==> config.mk <==
export PLATFORM = sky130hd
export DESIGN_NAME = mem_ctrl_flat
export DESIGN_NICKNAME = d
export VERILOG_FILES = /design/src/rtl/mem_ctrl_pkg.sv /design/src/rtl/mem_ctrl_if.sv /design/src/rtl/mem_ctrl.sv /design/src/flat_wrapper.sv
export SDC_FILE = /design/constraint.sdc
export NUM_CORES = 1
export LEC_CHECK = 0
export CAP_MARGIN = 15
export CORE_ASPECT_RATIO = 1.25
export CORE_UTILIZATION = 40
export CTS_BUF_LIST = sky130_fd_sc_hd__clkbuf_8 sky130_fd_sc_hd__clkbuf_16
export CTS_CLUSTER_DIAMETER = 40
export DETAILED_ROUTE_END_ITERATION = 8
export GPL_TIMING_DRIVEN = 0
export PLACE_DENSITY = 0.83
export REMOVE_ABC_BUFFERS = 1
export SLEW_MARGIN = 10
export SYNTH_ARGS = -nofsm -noshare
export SYNTH_HDL_FRONTEND = slang
export SYNTH_SLANG_ARGS = --single-unit
==> constraint.sdc <==
create_clock -name clk -period 2.8 [get_ports clk]
set_input_delay 0.56 -clock clk [delete_from_list [all_inputs] [get_ports clk]]
set_output_delay 0.56 -clock clk [all_outputs]
set_load 0.1 [all_outputs]
==> src/rtl/mem_ctrl_pkg.sv <==
// Shared definitions for the byte-serial RAM port controller.
// Holds bus widths, FSM state and size encodings, owner tags,
// reset/run-enable literals and a helper that converts a size code
// into the index of the last byte of the transfer.
package mem_ctrl_pkg;

  localparam int unsigned AddrW = 32;
  localparam int unsigned DataW = 32;
  localparam int unsigned ByteW = 8;

  localparam logic RstActive = 1'b1;
  localparam logic RunEnable = 1'b1;

  typedef enum logic [1:0] {
    StIdle,
    StRead,
    StWrite,
    StDone
  } state_e;

  typedef enum logic [1:0] {
    SizeByte    = 2'b00,
    SizeHalf    = 2'b01,
    SizeWord    = 2'b10,
    SizeWordAlt = 2'b11
  } size_e;

  typedef enum logic {
    OwnIf,
    OwnMem
  } owner_e;

  // Index of the final byte (N-1); code 11 behaves as a word.
  function automatic logic [1:0] size_last(input logic [1:0] size);
    case (size)
      SizeByte: return 2'd0;
      SizeHalf: return 2'd1;
      default:  return 2'd3;
    endcase
  endfunction

endpackage

==> src/rtl/mem_ctrl_if.sv <==
// Bundle of the requester (IF / MEM stage) and external RAM signals
// around mem_ctrl.
//   slave  : controller view (takes requests and ram_din, drives the rest)
//   master : environment view (pipeline stages plus RAM)
interface mem_ctrl_if;
  import mem_ctrl_pkg::*;

  // instruction fetch
  logic             if_req;
  logic [AddrW-1:0] if_addr;
  logic [DataW-1:0] if_inst;
  logic             if_done;
  logic             branch_enable_i;
  // data memory stage
  logic             mem_req;
  logic             mem_we;
  logic [1:0]       mem_size;
  logic [AddrW-1:0] mem_addr;
  logic [DataW-1:0] mem_wdata;
  logic [DataW-1:0] mem_rdata;
  logic             mem_done;
  // byte-wide RAM
  logic [AddrW-1:0] ram_a;
  logic [ByteW-1:0] ram_dout;
  logic             ram_wr;
  logic [ByteW-1:0] ram_din;
  // stall controller
  logic             busy;

  modport slave (
    input  if_req, if_addr, branch_enable_i,
    input  mem_req, mem_we, mem_size, mem_addr, mem_wdata,
    input  ram_din,
    output if_inst, if_done, mem_rdata, mem_done,
    output ram_a, ram_dout, ram_wr, busy
  );

  modport master (
    output if_req, if_addr, branch_enable_i,
    output mem_req, mem_we, mem_size, mem_addr, mem_wdata,
    output ram_din,
    input  if_inst, if_done, mem_rdata, mem_done,
    input  ram_a, ram_dout, ram_wr, busy
  );

endinterface

==> src/rtl/mem_ctrl.sv <==
// Arbiter and byte sequencer for the single byte-wide RAM port shared by
// instruction fetch and the data memory stage. One transfer at a time:
// a 4-byte fetch or a 1/2/4-byte load/store, split into per-byte RAM
// cycles, with little-endian read assembly and a one-cycle done pulse.
// Ports:
//   clk  - clock, all state on posedge
//   rst  - synchronous active-high reset
//   rdy  - run enable; low freezes every register and blocks RAM writes
//   bus  - mem_ctrl_if.slave: IF/MEM requests, RAM bus, done/busy
module mem_ctrl
  import mem_ctrl_pkg::*;
(
  input logic       clk,
  input logic       rst,
  input logic       rdy,
  mem_ctrl_if.slave bus
);

  state_e           state_q, state_d;
  owner_e           owner_q, owner_d;
  logic [AddrW-1:0] base_q, base_d;
  logic [DataW-1:0] wdata_q, wdata_d;
  logic [DataW-1:0] buf_q, buf_d;
  logic [1:0]       last_q, last_d;
  logic [1:0]       k_q, k_d;       // issue index
  logic [1:0]       r_q, r_d;       // receive index
  logic             rd_vld_q, rd_vld_d;  // ram_din carries a requested byte

  always_comb begin
    state_d  = state_q;
    owner_d  = owner_q;
    base_d   = base_q;
    wdata_d  = wdata_q;
    buf_d    = buf_q;
    last_d   = last_q;
    k_d      = k_q;
    r_d      = r_q;
    rd_vld_d = rd_vld_q;

    unique case (state_q)
      StIdle: begin
        // MEM wins: it belongs to the older instruction.
        if (bus.mem_req) begin
          owner_d = OwnMem;
          base_d  = bus.mem_addr;
          wdata_d = bus.mem_wdata;
          last_d  = size_last(bus.mem_size);
          state_d = bus.mem_we ? StWrite : StRead;
        end else if (bus.if_req) begin
          owner_d = OwnIf;
          base_d  = bus.if_addr;
          last_d  = size_last(SizeWord);
          state_d = StRead;
        end
        if (bus.mem_req || bus.if_req) begin
          k_d      = 2'd0;
          r_d      = 2'd0;
          rd_vld_d = 1'b0;
          buf_d    = '0;
        end
      end

      StRead: begin
        if (owner_q == OwnIf && bus.branch_enable_i) begin
          state_d = StIdle;
        end else begin
          if (k_q != last_q) k_d = k_q + 2'd1;
          // RAM answers one cycle after sampling the address.
          rd_vld_d = 1'b1;
          if (rd_vld_q) begin
            buf_d[{r_q, 3'b000} +: ByteW] = bus.ram_din;
            r_d = r_q + 2'd1;
            if (r_q == last_q) state_d = StDone;
          end
        end
      end

      StWrite: begin
        if (k_q == last_q) state_d = StDone;
        else               k_d     = k_q + 2'd1;
      end

      StDone:  state_d = StIdle;

      default: state_d = StIdle;
    endcase
  end

  always_ff @(posedge clk) begin
    if (rst == RstActive) begin
      state_q  <= StIdle;
      owner_q  <= OwnIf;
      base_q   <= '0;
      wdata_q  <= '0;
      buf_q    <= '0;
      last_q   <= 2'd0;
      k_q      <= 2'd0;
      r_q      <= 2'd0;
      rd_vld_q <= 1'b0;
    end else if (rdy == RunEnable) begin
      state_q  <= state_d;
      owner_q  <= owner_d;
      base_q   <= base_d;
      wdata_q  <= wdata_d;
      buf_q    <= buf_d;
      last_q   <= last_d;
      k_q      <= k_d;
      r_q      <= r_d;
      rd_vld_q <= rd_vld_d;
    end
  end

  // All outputs derive from registers, so they hold while rdy is low;
  // only the write strobe is gated.
  assign bus.busy      = (state_q != StIdle);
  assign bus.ram_a     = base_q + {{(AddrW-2){1'b0}}, k_q};
  assign bus.ram_dout  = wdata_q[{k_q, 3'b000} +: ByteW];
  assign bus.ram_wr    = (rdy == RunEnable) && (state_q == StWrite);
  assign bus.if_done   = (state_q == StDone) && (owner_q == OwnIf);
  assign bus.mem_done  = (state_q == StDone) && (owner_q == OwnMem);
  assign bus.if_inst   = buf_q;
  assign bus.mem_rdata = buf_q;

endmodule

==> src/flat_wrapper.sv <==
// flat-port wrapper written by rule: the top's interface ports become plain ports
module mem_ctrl_flat import mem_ctrl_pkg::*;
  (clk, rst, rdy, bus_if_req, bus_if_addr, bus_branch_enable_i, bus_mem_req, bus_mem_we, bus_mem_size, bus_mem_addr, bus_mem_wdata, bus_ram_din, bus_if_inst, bus_if_done, bus_mem_rdata, bus_mem_done, bus_ram_a, bus_ram_dout, bus_ram_wr, bus_busy);
  mem_ctrl_if bus_i ();
  input logic clk;
  input logic rst;
  input logic rdy;
  input wire logic [$bits(bus_i.if_req)-1:0] bus_if_req;
  input wire logic [$bits(bus_i.if_addr)-1:0] bus_if_addr;
  input wire logic [$bits(bus_i.branch_enable_i)-1:0] bus_branch_enable_i;
  input wire logic [$bits(bus_i.mem_req)-1:0] bus_mem_req;
  input wire logic [$bits(bus_i.mem_we)-1:0] bus_mem_we;
  input wire logic [$bits(bus_i.mem_size)-1:0] bus_mem_size;
  input wire logic [$bits(bus_i.mem_addr)-1:0] bus_mem_addr;
  input wire logic [$bits(bus_i.mem_wdata)-1:0] bus_mem_wdata;
  input wire logic [$bits(bus_i.ram_din)-1:0] bus_ram_din;
  output wire logic [$bits(bus_i.if_inst)-1:0] bus_if_inst;
  output wire logic [$bits(bus_i.if_done)-1:0] bus_if_done;
  output wire logic [$bits(bus_i.mem_rdata)-1:0] bus_mem_rdata;
  output wire logic [$bits(bus_i.mem_done)-1:0] bus_mem_done;
  output wire logic [$bits(bus_i.ram_a)-1:0] bus_ram_a;
  output wire logic [$bits(bus_i.ram_dout)-1:0] bus_ram_dout;
  output wire logic [$bits(bus_i.ram_wr)-1:0] bus_ram_wr;
  output wire logic [$bits(bus_i.busy)-1:0] bus_busy;
  assign bus_i.if_req = bus_if_req;
  assign bus_i.if_addr = bus_if_addr;
  assign bus_i.branch_enable_i = bus_branch_enable_i;
  assign bus_i.mem_req = bus_mem_req;
  assign bus_i.mem_we = bus_mem_we;
  assign bus_i.mem_size = bus_mem_size;
  assign bus_i.mem_addr = bus_mem_addr;
  assign bus_i.mem_wdata = bus_mem_wdata;
  assign bus_i.ram_din = bus_ram_din;
  assign bus_if_inst = bus_i.if_inst;
  assign bus_if_done = bus_i.if_done;
  assign bus_mem_rdata = bus_i.mem_rdata;
  assign bus_mem_done = bus_i.mem_done;
  assign bus_ram_a = bus_i.ram_a;
  assign bus_ram_dout = bus_i.ram_dout;
  assign bus_ram_wr = bus_i.ram_wr;
  assign bus_busy = bus_i.busy;
  mem_ctrl u_core (.clk(clk), .rst(rst), .rdy(rdy), .bus(bus_i));
endmodule
=== After elaboration in Yosys (flattened, before gate mapping) ===
Index checks and enable logic that the tools add are counted.

* Add/subtract/negate cells: 4
* $mul: 0
* Divide/modulo/power cells: 0
* $lt $le $gt $ge: 0
* Eq/ne operators: 16
* Shift-type cells: 3
* Multiplexer cells: 31
* Bitwise logic cells: 1
* Reduce and logical (&&, ||, !) cells: 17

{| class="wikitable"
|+ Operators with widths
! cell !! number
|-
| $mux 32 || 5
|-
| $pmux 32 s2 || 1
|-
| $add 32x2->32 || 1
|-
| $bwmux 32 || 1
|-
| $shift 8x7->32 const A || 1
|-
| $shiftx 32x6->8 || 1
|-
| $shiftx 8x7->32 || 1
|-
| $mux 2 || 15
|-
| $reduce_and 5->1 || 2
|-
| $ne 2x1->1 const B || 4
|-
| $pmux 2 s2 || 2
|-
| $pmux 2 s4 || 1
|-
| $neg 5->7 || 1
|-
| $ne 3x1->1 const B || 2
|-
| $pmux 2 s3 || 1
|-
| $reduce_and 3->1 || 2
|-
| $reduce_and 6->1 || 1
|-
| $reduce_bool 2->1 || 3
|-
| $add 2x1->2 const B || 2
|-
| $eq 2x1->1 const B || 2
|-
| $eq 2x2->1 || 2
|-
| $eq 2x2->1 const B || 2
|-
| $logic_and 1x1->1 || 4
|-
| $logic_not 2->1 || 2
|-
| other kinds (9) || 13
|}

* Flip-flop bits (word level): 106
* Bits in latches: 0
* Memory bits (writable): 0
* Bits in read-only memories: 0
* Input bits: 113
* Output and inout port bits: 108
* Word-level logic and storage cells: 81
* Memories: 0

=== Logic depth before layout (Yosys ltp) ===
* Depth after elaboration: 6
* Mapped depth: 9
* Mapped depth without buffers: 8

=== Worst setup path after synthesis ===
No wires, ideal clock.

* Path type: register -> output
* Start: register u_core.k_q[1]
* End: output bus_ram_a[26]
* Arrival time: 3.682 ns
* Required time: 2.240 ns
* Slack: -1.442 ns
* Cell stages (with the launch flop): 9
* Buffers on the path: 1
* Cell sequence: dfxtp_1 -> clkbuf_1 -> inv_1 -> fa_1 -> nand3b_2 -> nor3_2 -> and2_1 -> nand4_1 -> xnor2_1

* Longest elaborated chain between the ends: 1

{| class="wikitable"
|+ Ends and longest elaborated chain
! item !! line !! text
|-
| from (decl) || mem_ctrl.sv:25 || <nowiki>logic [1:0] k_q, k_d;</nowiki>
|-
| from (signal assigned) || mem_ctrl.sv:107 || <nowiki>k_q <= k_d;</nowiki>
|-
| $add 32x2->32 || mem_ctrl.sv:116 || <nowiki>assign bus.ram_a = base_q + {{(AddrW-2){1'b0}}, k_q};</nowiki>
|-
| to (decl) || flat_wrapper.sv:21 || <nowiki>output wire logic [$bits(bus_i.ram_a)-1:0] bus_ram_a;</nowiki>
|}

Every way passes these cells.

=== Worst setup path after layout ===
* Start: register u_core.base_q[0]
* End: output bus_ram_a[20]

* Longest elaborated chain between the ends: 1

{| class="wikitable"
|+ Ends and longest elaborated chain
! item !! line !! text
|-
| from (decl) || mem_ctrl.sv:21 || <nowiki>logic [AddrW-1:0] base_q, base_d;</nowiki>
|-
| from (signal assigned) || mem_ctrl.sv:103 || <nowiki>base_q <= base_d;</nowiki>
|-
| $add 32x2->32 || mem_ctrl.sv:116 ||
|}

Every way passes these cells.

==> impl_metrics.tcl <==
set metrics [dict create \
    outcome "finished, violations left" \
    violations "setup timing" \
    r2r_slack_ps 430 \
    synth_ff_type "dfxtp_1" \
    ys_top_cells_by_count "106 x dfxtp_1, 105 x nand2_1, 64 x a21oi_1" \
    synthArstFlopShare_pct 0 \
    cp-end-kind "output pin" \
    via_per_inst 5.09 \
    placed_area_um2 7660 \
    grt_pass1_wl_um 23300 \
    cts_hold_buf 0 \
    io_pins 221 \
    grt_max_degree 76 \
    syn_to_final_growth_pct 47.8 \
    worst_pin_slew_ps 1000 \
    slew_headroom_pct 33.1 \
    dieArea_um2 14400 \
    numCtsBuffers 9 \
    coreArea_um2 13400 \
    slew_violations 0 \
    required_ps 2240 \
    ant_nets 0 \
    placement_rows 47 \
    path_buf_inv 2 \
    fin_nets 959 \
    grt_pass1_vias 4784 \
    hold_violations 0 \
    setup_violations 11 \
    cts_tree "built" \
    grt_overflow 0 \
    worstPathMaxFanout 3 \
    grt_usage_pct 20.4 \
    fp.dieH_um 134 \
    worst_slack_ps -296 \
    hold-worst-slack_ps 454 \
    cp.arrival_ps 2540 \
    avgRoutedWirePerCell_um 14.6 \
    cts_root_buffer "clkbuf_16" \
    port_buffers 220 \
    drive_above_1_share_pct 13.9 \
    drt_first_pass_iters 4 \
    critPathMaxStageDelay_ps 370 \
    drc_errors 0 \
    cp_cell_sequence "ha_4 -> inv_2 -> fa_2 -> nand3b_4 -> nor3_4 -> and4_4 -> and4_1 -> xor2_1 -> buf_6" \
    path_class "flip-flop to output pin" \
    synth_top_cell_by_area "dfxtp_1" \
    yosysWarnings 0 \
    clock_path_buffers 2 \
    yosysMostFrequentCell "dfxtp_1" \
    h-tree-depth 3 \
    clock_latency_ps 340 \
    synth_area_leaders "dfxtp_1 38%, nand2_1 7.1%, mux2i_1 6.3%" \
    netlist_area_um2 5570 \
    drt_iter0_drc 208 \
    min_period_ps 3100 \
    routed_wl_um 14700 \
    post-route-period-util_pct 111 \
    max_freq_mhz 323 \
    synth_top_area_share_pct 38.1 \
    hold_path_class "flip-flop to flip-flop" \
    die_w_um 108 \
    irDropWorstVdd_uv 320 \
    dp_hpwl_um 11000 \
    synth-edff-count 0 \
    via_count 5124 \
    tns_ps -1890 \
    p_per_area_nw_per_um2 587 \
    worst_path_max_delay_cell "dfxtp_4" \
    clk_pin_slew_ps 70 \
    start_util_pct 41.5 \
    clkSinkCount 106 \
    rsz0062_at_grt "yes" \
    p_leak_nw 3.14 \
    design_area_um2 8230 \
    synthCells 654 \
    n_antenna_cell 0 \
    cp_top_family "simple AND/OR/NAND/NOR gates" \
    finalClockSkew_ps 5.07 \
    gp_congestion 0.804 \
    cp-start-kind "flip-flop" \
    ys_types 47 \
    antenna_found_initial 0 \
    maxCapViolations 0 \
    syn_avg_cell_area_um2 8.51 \
    ys_seq_area_share_pct 38.1 \
    synth-seq-cells 106 \
]
per-stage QoR:
| stage | total power [W] | worst slack (ps) | instances | utilization [%] |
|---|---|---|---|---|
| after CTS | 0.00481 | -318 | 1001 | 59.7 |
| final | 0.00483 | -296 | 1007 | 61.4 |
| after global placement | 0.00356 | -3470 | 974 | 56.4 |
| after detailed placement | 0.00359 | -1920 | 978 | 57.1 |
| after global routing | 0.00505 | -423 | 1007 | 61.4 |
| after floorplan | 0.00303 | -1550 | 583 | - |
path summary, 6_finish.rpt:
path                            from                endpoint  cells past startpoint
hold / removal    u_core.wdata_q[27]      u_core.wdata_q[27]                      2
setup reg to reg   u_core.state_q[0]  u_core.bus.if_inst[25]                      6
hold reg to reg   u_core.wdata_q[27]      u_core.wdata_q[27]                      2
setup / recovery    u_core.base_q[0]           bus_ram_a[20]                      9
where the power goes:
part	internal [W]	total [W]	switching, W	leakage (nW)
Clock	0.000683	0.00122	0.000541	0.138
Combinational	0.000589	0.00183	0.00124	2.13
Sequential	0.00164	0.00178	0.000141	0.869
sequential cells by signal, summed over array words and instances, names as in the netlist:
| signal | count |
|---|---|
| u_core.base_q | 32 |
| u_core.r_q | 2 |
| u_core.last_q | 2 |
| u_core.wdata_q | 32 |
| u_core.state_q | 2 |
| u_core.bus.if_inst | 32 |
| u_core.rd_vld_q | 1 |
| u_core.k_q | 2 |
| u_core.owner_q | 1 |
final cells by class:
| cell class | count | area [µm²] |
|---|---|---|
| clock inverters | 5 | 56.3 |
| inverters | 12 | 45.0 |
| repair buffers | 239 | 2420 |
| clock buffers | 9 | 225 |
| well taps | 171 | 214 |
| flip-flops and latches | 106 | 2140 |
| fillers | 1187 | 5180 |
| multi-input cells | 465 | 3130 |
cells by family (layout without fill, tap and decap cells):
group | count (synthesis) | count (layout) | share of synthesized area [%]
DFF | 106 | 106 | 38.1
muxes | 44 | 44 | 9.73
buffers and inverters | 83 | 265 | 8.34
and+or+nand+nor | 250 | 250 | 21.4
xor gates and xnor gates | 34 | 34 | 5.35
adders and majority gates | 13 | 13 | 3.06
AOI/OAI and AO/OA | 124 | 124 | 14.0
cell usage in the layout, fill, tap and decap left out, drive strengths merged, types with 6 or more instances in the layout:
master / count
buf: 43
a21oi: 67
mux2i: 35
a211oi: 32
nand3: 36
nand2b: 11
clkdlybuf4s50: 175
a22oi: 8
nand2: 105
mux4: 8
dlygate4sd2: 10
dfxtp: 106
nand4: 9
ha: 12
xnor2: 26
clkbuf: 16
nor2: 62
and4: 6
xor2: 8
inv: 13
layer usage:
layer / track usage, % / share of wire (%) / wire [µm]
met2: 38.1 / 54 / 7880
met4: 9.89 / 3.3 / 478
met1: 22.0 / 38 / 5570
met3: 3.30 / 5.2 / 762
met5: 0 / 0 / 0
tightest hold or removal path, cell delays in order, from the launching register on:
cell     delay (ps)
dfxtp_1         310
nand2_1          50
a21oi_1          50
what timing repair did:
action                                 in CTS  in global routing
buffers inserted                            9                  5
pin swaps                                   8                 12
setup endpoints to repair                  44                 26
endpoints found under the hold margin       0                  0
gates resized for setup                   199                 51
Note: power is estimated with default switching activity, not from simulation.
